==> src/rtl/sc_sar_search_controller.sv <==
// Successive-approximation search controller around a 3-flag magnitude comparator.
// Latency: k SEARCH cycles (1..W) after the start edge, then a one-cycle done pulse.
// Backpressure: none; start is sampled only in IDLE/ERROR, ignored while busy or in DONE.
//
// Ports:
//   SC_SARSEARCH_CLOCK_50          clock, rising edge
//   SC_SARSEARCH_RESET_InLow       asynchronous active-low reset
//   SC_SARSEARCH_start_In          request a new search
//   SC_SARSEARCH_greaterthan_In    comparator flag dataA > trial
//   SC_SARSEARCH_lessthan_In       comparator flag dataA < trial
//   SC_SARSEARCH_equal_In          comparator flag dataA == trial
//   SC_SARSEARCH_trial_OutBUS      registered trial value (comparator dataB)
//   SC_SARSEARCH_result_OutBUS     recovered value, held until next completed search
//   SC_SARSEARCH_busy_Out          high while searching
//   SC_SARSEARCH_done_Out          one-cycle pulse when result updates
//   SC_SARSEARCH_exact_Out         result ended on an equal flag
//   SC_SARSEARCH_error_Out         sticky inconsistent-flag indication
module sc_sar_search_controller #(
    parameter int NUMBER_DATAWIDTH = 8
) (
    input  logic                        SC_SARSEARCH_CLOCK_50,
    input  logic                        SC_SARSEARCH_RESET_InLow,
    input  logic                        SC_SARSEARCH_start_In,
    input  logic                        SC_SARSEARCH_greaterthan_In,
    input  logic                        SC_SARSEARCH_lessthan_In,
    input  logic                        SC_SARSEARCH_equal_In,
    output logic [NUMBER_DATAWIDTH-1:0] SC_SARSEARCH_trial_OutBUS,
    output logic [NUMBER_DATAWIDTH-1:0] SC_SARSEARCH_result_OutBUS,
    output logic                        SC_SARSEARCH_busy_Out,
    output logic                        SC_SARSEARCH_done_Out,
    output logic                        SC_SARSEARCH_exact_Out,
    output logic                        SC_SARSEARCH_error_Out
);

    localparam int W  = NUMBER_DATAWIDTH;
    localparam int IW = (W > 2) ? $clog2(W) : 1;

    localparam logic [W-1:0]  MSB_ONLY = {1'b1, {(W-1){1'b0}}};
    localparam logic [W-1:0]  ONE      = {{(W-1){1'b0}}, 1'b1};
    localparam logic [IW-1:0] TOP_IDX  = IW'(W - 1);

    typedef enum logic [1:0] {
        S_IDLE   = 2'd0,
        S_SEARCH = 2'd1,
        S_DONE   = 2'd2,
        S_ERROR  = 2'd3
    } state_t;

    state_t          state;
    logic [IW-1:0]   bit_idx;

    logic [W-1:0]    cur_mask;
    logic [W-1:0]    adj_trial;
    logic            flags_ok;

    // Exactly one comparator flag must be asserted for the trial to be meaningful.
    always_comb begin
        cur_mask  = ONE << bit_idx;
        flags_ok  = ({SC_SARSEARCH_greaterthan_In, SC_SARSEARCH_lessthan_In,
                      SC_SARSEARCH_equal_In} == 3'b100) ||
                    ({SC_SARSEARCH_greaterthan_In, SC_SARSEARCH_lessthan_In,
                      SC_SARSEARCH_equal_In} == 3'b010) ||
                    ({SC_SARSEARCH_greaterthan_In, SC_SARSEARCH_lessthan_In,
                      SC_SARSEARCH_equal_In} == 3'b001);
        // Greater keeps the trial bit; less clears it. Lower bits are still zero,
        // so no carries can occur.
        adj_trial = SC_SARSEARCH_greaterthan_In ? SC_SARSEARCH_trial_OutBUS
                                                : (SC_SARSEARCH_trial_OutBUS & ~cur_mask);
    end

    always_ff @(posedge SC_SARSEARCH_CLOCK_50 or negedge SC_SARSEARCH_RESET_InLow) begin
        if (!SC_SARSEARCH_RESET_InLow) begin
            state                      <= S_IDLE;
            bit_idx                    <= TOP_IDX;
            SC_SARSEARCH_trial_OutBUS  <= '0;
            SC_SARSEARCH_result_OutBUS <= '0;
            SC_SARSEARCH_busy_Out      <= 1'b0;
            SC_SARSEARCH_done_Out      <= 1'b0;
            SC_SARSEARCH_exact_Out     <= 1'b0;
            SC_SARSEARCH_error_Out     <= 1'b0;
        end else begin
            SC_SARSEARCH_done_Out <= 1'b0;
            case (state)
                // ERROR recovers exactly like an IDLE start.
                S_IDLE, S_ERROR: begin
                    if (SC_SARSEARCH_start_In) begin
                        SC_SARSEARCH_trial_OutBUS <= MSB_ONLY;
                        bit_idx                   <= TOP_IDX;
                        SC_SARSEARCH_error_Out    <= 1'b0;
                        SC_SARSEARCH_busy_Out     <= 1'b1;
                        state                     <= S_SEARCH;
                    end
                end

                S_SEARCH: begin
                    if (!flags_ok) begin
                        SC_SARSEARCH_error_Out <= 1'b1;
                        SC_SARSEARCH_busy_Out  <= 1'b0;
                        state                  <= S_ERROR;
                    end else if (SC_SARSEARCH_equal_In) begin
                        SC_SARSEARCH_result_OutBUS <= SC_SARSEARCH_trial_OutBUS;
                        SC_SARSEARCH_exact_Out     <= 1'b1;
                        SC_SARSEARCH_done_Out      <= 1'b1;
                        SC_SARSEARCH_busy_Out      <= 1'b0;
                        state                      <= S_DONE;
                    end else if (bit_idx == '0) begin
                        SC_SARSEARCH_result_OutBUS <= adj_trial;
                        SC_SARSEARCH_exact_Out     <= 1'b0;
                        SC_SARSEARCH_done_Out      <= 1'b1;
                        SC_SARSEARCH_busy_Out      <= 1'b0;
                        state                      <= S_DONE;
                    end else begin
                        SC_SARSEARCH_trial_OutBUS <= adj_trial | (cur_mask >> 1);
                        bit_idx                   <= bit_idx - IW'(1);
                    end
                end

                // done is high during this cycle only; any start here is dropped.
                S_DONE: begin
                    state <= S_IDLE;
                end

                default: begin
                    state <= S_IDLE;
                end
            endcase
        end
    end

endmodule

==> config.mk <==
export PLATFORM = sky130hd
export DESIGN_NAME = sc_sar_search_controller
export DESIGN_NICKNAME = d
export VERILOG_FILES = /design/src/rtl/sc_sar_search_controller.sv
export SDC_FILE = /design/constraint.sdc
export NUM_CORES = 1
export LEC_CHECK = 0
export ABC_AREA = 1
export CAP_MARGIN = 20
export CORE_MARGIN = 8
export CORE_UTILIZATION = 56
export CTS_CLUSTER_DIAMETER = 80
export DETAILED_ROUTE_END_ITERATION = 7
export PLACE_DENSITY = 0.85
export SLEW_MARGIN = 40
export SYNTH_ARGS = -nofsm -noshare
export SYNTH_HDL_FRONTEND = slang
export SYNTH_SLANG_ARGS = --single-unit
==> constraint.sdc <==
create_clock -name SC_SARSEARCH_CLOCK_50 -period 3.4 [get_ports SC_SARSEARCH_CLOCK_50]
set_input_delay 0.34 -clock SC_SARSEARCH_CLOCK_50 [delete_from_list [all_inputs] [get_ports SC_SARSEARCH_CLOCK_50]]
set_output_delay 0.34 -clock SC_SARSEARCH_CLOCK_50 [all_outputs]
set_load 0.02 [all_outputs]
## Yosys cells after proc, flatten, opt, wreduce, memory -nomap -nowiden

Index checks and enable logic that the tools add are counted.
W data, S select, Z words.

| cells by class | value |
|---|---|
| equal/unequal tests | 12 |
| multipliers | 0 |
| magnitude comparators | 0 |
| reductions and logical operators | 12 |
| bitwise operators | 3 |
| muxes and demuxes | 31 |
| shift-type cells | 1 |
| add/subtract/negate cells | 1 |
| div/mod/pow operators | 0 |

Operators with widths:

| cell | count |
|---|---|
| $mux W8 | 7 |
| $pmux W8 S2 | 1 |
| $mux W3 | 4 |
| $mux W1 | 11 |
| $ne A2 B2 Y1 const B | 5 |
| $reduce_and A3 Y1 | 3 |
| $and A8 B8 Y8 | 1 |
| $mux W2 | 4 |
| $not A8 Y8 | 1 |
| $or A8 B7 Y8 | 1 |
| $shl A1 B3 Y8 const A | 1 |
| $pmux W2 S3 | 1 |
| $pmux W3 S2 | 1 |
| $reduce_and A5 Y1 | 1 |
| $eq A2 B2 Y1 const B | 2 |
| $ne A4 B4 Y1 const B | 1 |
| $pmux W1 S2 | 2 |
| $reduce_bool A2 Y1 | 2 |
| $eq A3 B1 Y1 const B | 1 |
| $eq A3 B2 Y1 const B | 1 |
| $eq A3 B3 Y1 const B | 1 |
| $logic_not A3 Y1 | 1 |
| $sub A3 B1 Y3 const B | 1 |
| $eq A2 B1 Y1 const B | 1 |
| 4 further kinds | 5 |

| word-level totals | value |
|---|---|
| memory bits (writable) | 0 |
| memory bits (read-only) | 0 |
| bits in registers | 25 |
| latch bits | 0 |
| output and inout port bits | 20 |
| input port bits | 6 |
| memories | 0 |

## Logic depth before layout (Yosys ltp)

| depth | value |
|---|---|
| depth in word-level cells | 9 |
| depth in mapped cells | 11 |
| mapped depth without buffers | 9 |

## Least setup slack after synthesis

Ideal clock, no wire load.

| path | value |
|---|---|
| path type | register -> register |
| from | reg bit_idx[0] |
| to | reg SC_SARSEARCH_trial_OutBUS[1] |
| setup time | 0.117 ns |
| cell stages (with the launch flop) | 10 |
| path slack | 1.807 ns |
| arrival | 1.476 ns |
| clock period less this slack | 1.593 ns |
| cells stage by stage | dfstp_2 inv_1 ha_1 nand2_4 nand2_4 a21oi_4 nand2_2 buf_6 nand2_1 nand2_1 |

| between the ends | value |
|---|---|
| word-level cells in the longest chain between the ends | 9 |
| elaborated cells on any way between the ends | 12 |
| those cells by class | eq/ne (1); shift (1); mux (5); bitwise (3); reduce/logical (2) |

RTL lines:

| what | RTL line | RTL |
|---|---|---|
| start, declared | 50 | `logic [IW-1:0] bit_idx;` |
| start signal, assigned | 114 | `bit_idx <= bit_idx - IW'(1);` |
| $shl A1 B3 Y8 | 58 | `cur_mask = ONE << bit_idx;` |
| $not A8 Y8 | 68 | `: (SC_SARSEARCH_trial_OutBUS & ~cur_mask);` |
| $and A8 B8 Y8 | 68 |  |
| $mux W8 | 67 | `adj_trial = SC_SARSEARCH_greaterthan_In ? SC_SARSEARCH_trial_OutBUS` |
| $or A8 B7 Y8 | 113 | `SC_SARSEARCH_trial_OutBUS <= adj_trial \| (cur_mask >> 1);` |
| $mux W8 | 106 | `end else if (bit_idx == '0) begin` |
| $mux W8 | 100 | `end else if (SC_SARSEARCH_equal_In) begin` |
| $mux W8 | 96 | `if (!flags_ok) begin` |
| $pmux W8 S2 | 83 | `case (state)` |
| end signal, assigned | 113 |  |
| end, declared | 27 | `output logic [NUMBER_DATAWIDTH-1:0] SC_SARSEARCH_trial_OutBUS,` |

Parallel ways exist; a longest one is shown, timed or not. The select of a mux whose other input is x is not followed.
A chain may end at the register's enable or synchronous reset.

## Worst setup path in the final report

| path | value |
|---|---|
| from | reg state[1] |
| to | reg SC_SARSEARCH_trial_OutBUS[2] |

| between the ends | value |
|---|---|
| word-level cells in the longest chain between the ends | 4 |
| elaborated cells on any way between the ends | 11 |
| those cells by class | eq/ne (6); mux (1); reduce/logical (4) |

RTL lines:

| what | RTL line | RTL |
|---|---|---|
| start, declared | 49 | `state_t state;` |
| start signal, assigned | 73 | `state <= S_IDLE;` |
| start signal, assigned | 91 | `state <= S_SEARCH;` |
| start signal, assigned | 99 | `state <= S_ERROR;` |
| $eq A2 B2 Y1 / $logic_not A2 Y1 (equally long branches) | 83 |  |
| $reduce_or A2 Y1 | 83 |  |
| $ne A2 B2 Y1 (no line) / $reduce_bool A2 Y1 (equally long branches) | - |  |
| $reduce_and A5 Y1 (no line) | - |  |

Parallel ways exist; a longest one is shown, timed or not.

==> metrics.txt <==
status=completed; GRT Total Usage=15.37%; hold path depth=2; setup TNS=0 ns; Worst Path Required=3.62 ns; clock skew=0.003502 ns; post-cts resize count=0; Core ar.=0.002500 mm^2; clock slew at reported path FFs=0.13 ns; WL final=3.193 mm; CTS buffer count=3; Final Hold Viols=0; Vias=1,311; Final #Nets=232; clock latency on the worst-skew pair=0.33 ns; Avg Cell Area, Syn=7.755 um^2; Critical Path Max Stage Delay=0.44 ns; final instance area=0.001755 mm^2; Slowest cell on crit path=dfrtp_1; Seq/Total Area, Yosys=42.27%; Die Y-Extent=67.57 um; final critical-path setup slack=1.356 ns; R2R Path Start=state[1]; CP most frequent cell=nand2_1; measured slew at the worst slew-check pin=0.5194 ns; R2R depth=9; synth-to-layout area growth=17.90%; highest clock rate=489.2 MHz; Vias/cell=5.308; Buffers on Ports=25; Leak=0.9208 nW; Place WS=1.397 ns; crit path max fanout=12; fin util=70.22%; FF+latch area=629.4 um^2; drt wl/cell=12.93 um; R2R setup slack=1.36 ns; clock buffer depth=2; antenna cells=0; min cycle time layout=2.044 ns; setup violators final=0; number of routed nets with antenna violations=0; r2r endpoint=SC_SARSEARCH_trial_OutBUS[2]; hold endpoint=SC_SARSEARCH_result_OutBUS[1]; Initial Util=59.56%; PD cells=939.4 mW/mm^2; HPWL Detailed=2.451 mm; row cnt=18; YS warnings=0; fillers=202; Worst Hold Class=flip-flop to flip-flop; TritonRoute pass-1 iters=4; Cell variety after synth=19; Cell Area, Placed=0.001719 mm^2; WP data arrival=2.27 ns; Worst setup EP type=flip-flop; Mapped Cells=192; H-tree depth=1; 1st-iter DRT viols=60; Slew headroom=65.37%; hold_ws=0.4944 ns; Die ar.=0.004565 mm^2; Max Cap Violations=0; I/O pin count=26; register bit total from synthesis=25; CTS Sinks=25; pin count of the biggest net entering global routing=26; Final Cycle Share=60.13%; DRC viols=0; initial antenna violation count=0; CTS tree=yes; WS Path Type=flip-flop to flip-flop; share of cells above drive strength 1=9.677%; Placer Congestion=0.9130; area of the multi-input gates=720.7 um^2; Final Slew Violations=0; via count of the first global-routing pass=1,268; Max VDD drop=0.6823 mV; Remaining Overflow, GRT=0; Cell Area, Synth=0.001489 mm^2; HP Start=SC_SARSEARCH_result_OutBUS[1]; global-route wire length before repair=5.485 mm; worst-path cell chain=inv_1, ha_1, inv_2, nand2_1, nand2_1, a21oi_4, nand2_2, nand2_1, nand2_1; die width=67.57 um; RSZ-0062 raised after global routing=no; CP startpoint kind=flip-flop; Syn Nets=206; Clock Tree Root=clkbuf_4
==> cells in the final DEF (no fill, tap or decap), types with 8 or more instances in the layout <==
master and n:
nand2_1 68, a21oi_1 10, o21ai_0 10, clkdlybuf4s50_1 24
nand3_1 22, inv_1 20, ha_1 8, dfrtp_1 22
nor2_1 9
==> cells in the mapped netlist <==
cell | instances | area (um^2)
a21oi_1 | 10 | 50.05
a21oi_4 | 2 | 32.53
buf_4 | 1 | 7.510
buf_6 | 4 | 45.04
dfrtp_1 | 22 | 550.5
dfstp_2 | 3 | 78.83
ha_1 | 8 | 100.1
inv_1 | 20 | 75.07
inv_2 | 3 | 11.26
nand2_1 | 68 | 255.2
nand2_2 | 2 | 12.51
nand2_4 | 2 | 22.52
nand3_1 | 22 | 110.1
nand3_2 | 3 | 30.03
nand4_1 | 1 | 6.260
nor2_1 | 9 | 33.78
nor2_4 | 1 | 11.26
o21ai_0 | 10 | 50.05
or2_2 | 1 | 6.260
==> registers in the layout, indices dropped and copies added (netlist names) <==
signal	cells
SC_SARSEARCH_result_OutBUS	8
SC_SARSEARCH_error_Out	1
SC_SARSEARCH_busy_Out	1
SC_SARSEARCH_done_Out	1
bit_idx	3
SC_SARSEARCH_trial_OutBUS	8
SC_SARSEARCH_exact_Out	1
state	2
==> kinds of logic (layout without fill, tap and decap cells) <==
group	after synthesis	count (layout)	synth area share (%)
compound gates	22	22	8.908
fa+ha+maj	8	8	6.723
buf+inv	28	53	9.328
flops	25	25	42.27
simple gates	109	109	32.77
==> final cells by class <==
class | instances | share of cell area (%)
flip-flops and latches | 25 | 35.85
multi-input cells | 139 | 41.05
inverters | 23 | 4.918
repair buffers | 26 | 14.54
well taps | 30 | 2.138
clock buffers | 4 | 1.497
==> power breakdown <==
part           total [mW]  switching [mW]  internal, mW
Combinational       0.982           0.609         0.373
Clock               0.134          0.0881        0.0461
Sequential          0.533          0.0967         0.436
==> worst max-delay path: cells and delay by family (launching register included) <==
family | cells | cell delay [ns]
adder cells (fa/ha/maj) | 1 | 0.43
flip-flops | 1 | 0.44
AO/OA/AOI/OAI | 1 | 0.29
AND/OR/NAND/NOR | 5 | 0.57
buffers and inverters | 2 | 0.22
==> how the worst max path moves through the flow <==
stage | from | end | slack [ns] | cells after the start
detailed placement | SC_SARSEARCH_greaterthan_In | SC_SARSEARCH_trial_OutBUS[6] | 1.40 | 7
finish | state[1] | SC_SARSEARCH_trial_OutBUS[2] | 1.36 | 9
floorplan | bit_idx[0] | SC_SARSEARCH_trial_OutBUS[1] | 1.81 | 9
global placement | SC_SARSEARCH_greaterthan_In | SC_SARSEARCH_trial_OutBUS[5] | 1.41 | 7
global route | state[1] | SC_SARSEARCH_trial_OutBUS[2] | 1.19 | 9
CTS | state[1] | SC_SARSEARCH_trial_OutBUS[2] | 1.37 | 9
==> per-layer routing <==
| metal | part of all wire [%] | up-vias | track usage, % |
|---|---|---|---|
| met2 | 44 | 45 | 25.33 |
| met4 | 2.3 | 0 | 7.833 |
| met5 | 0 | - | 0 |
| met3 | 8.0 | 7 | 3.642 |
| met1 | 45 | 603 | 18.24 |
| li1 | - | 656 | - |
==> timing repair <==
action / CTS / global route
hold buffers: 1 / 0
endpoints found under the hold margin: 22 / 0
endpoints found under the setup margin: 0 / 0
setup buffers: 0 / 0
==> through the flow <==
step | std cells | total power, mW
after detailed placement | 242 | 1.511
final | 247 | 1.649
after global placement | 242 | 1.484
after CTS | 247 | 1.651
after global routing | 247 | 1.791
after floorplan | 192 | 1.242
Note: power is estimated with default switching activity, not from simulation.
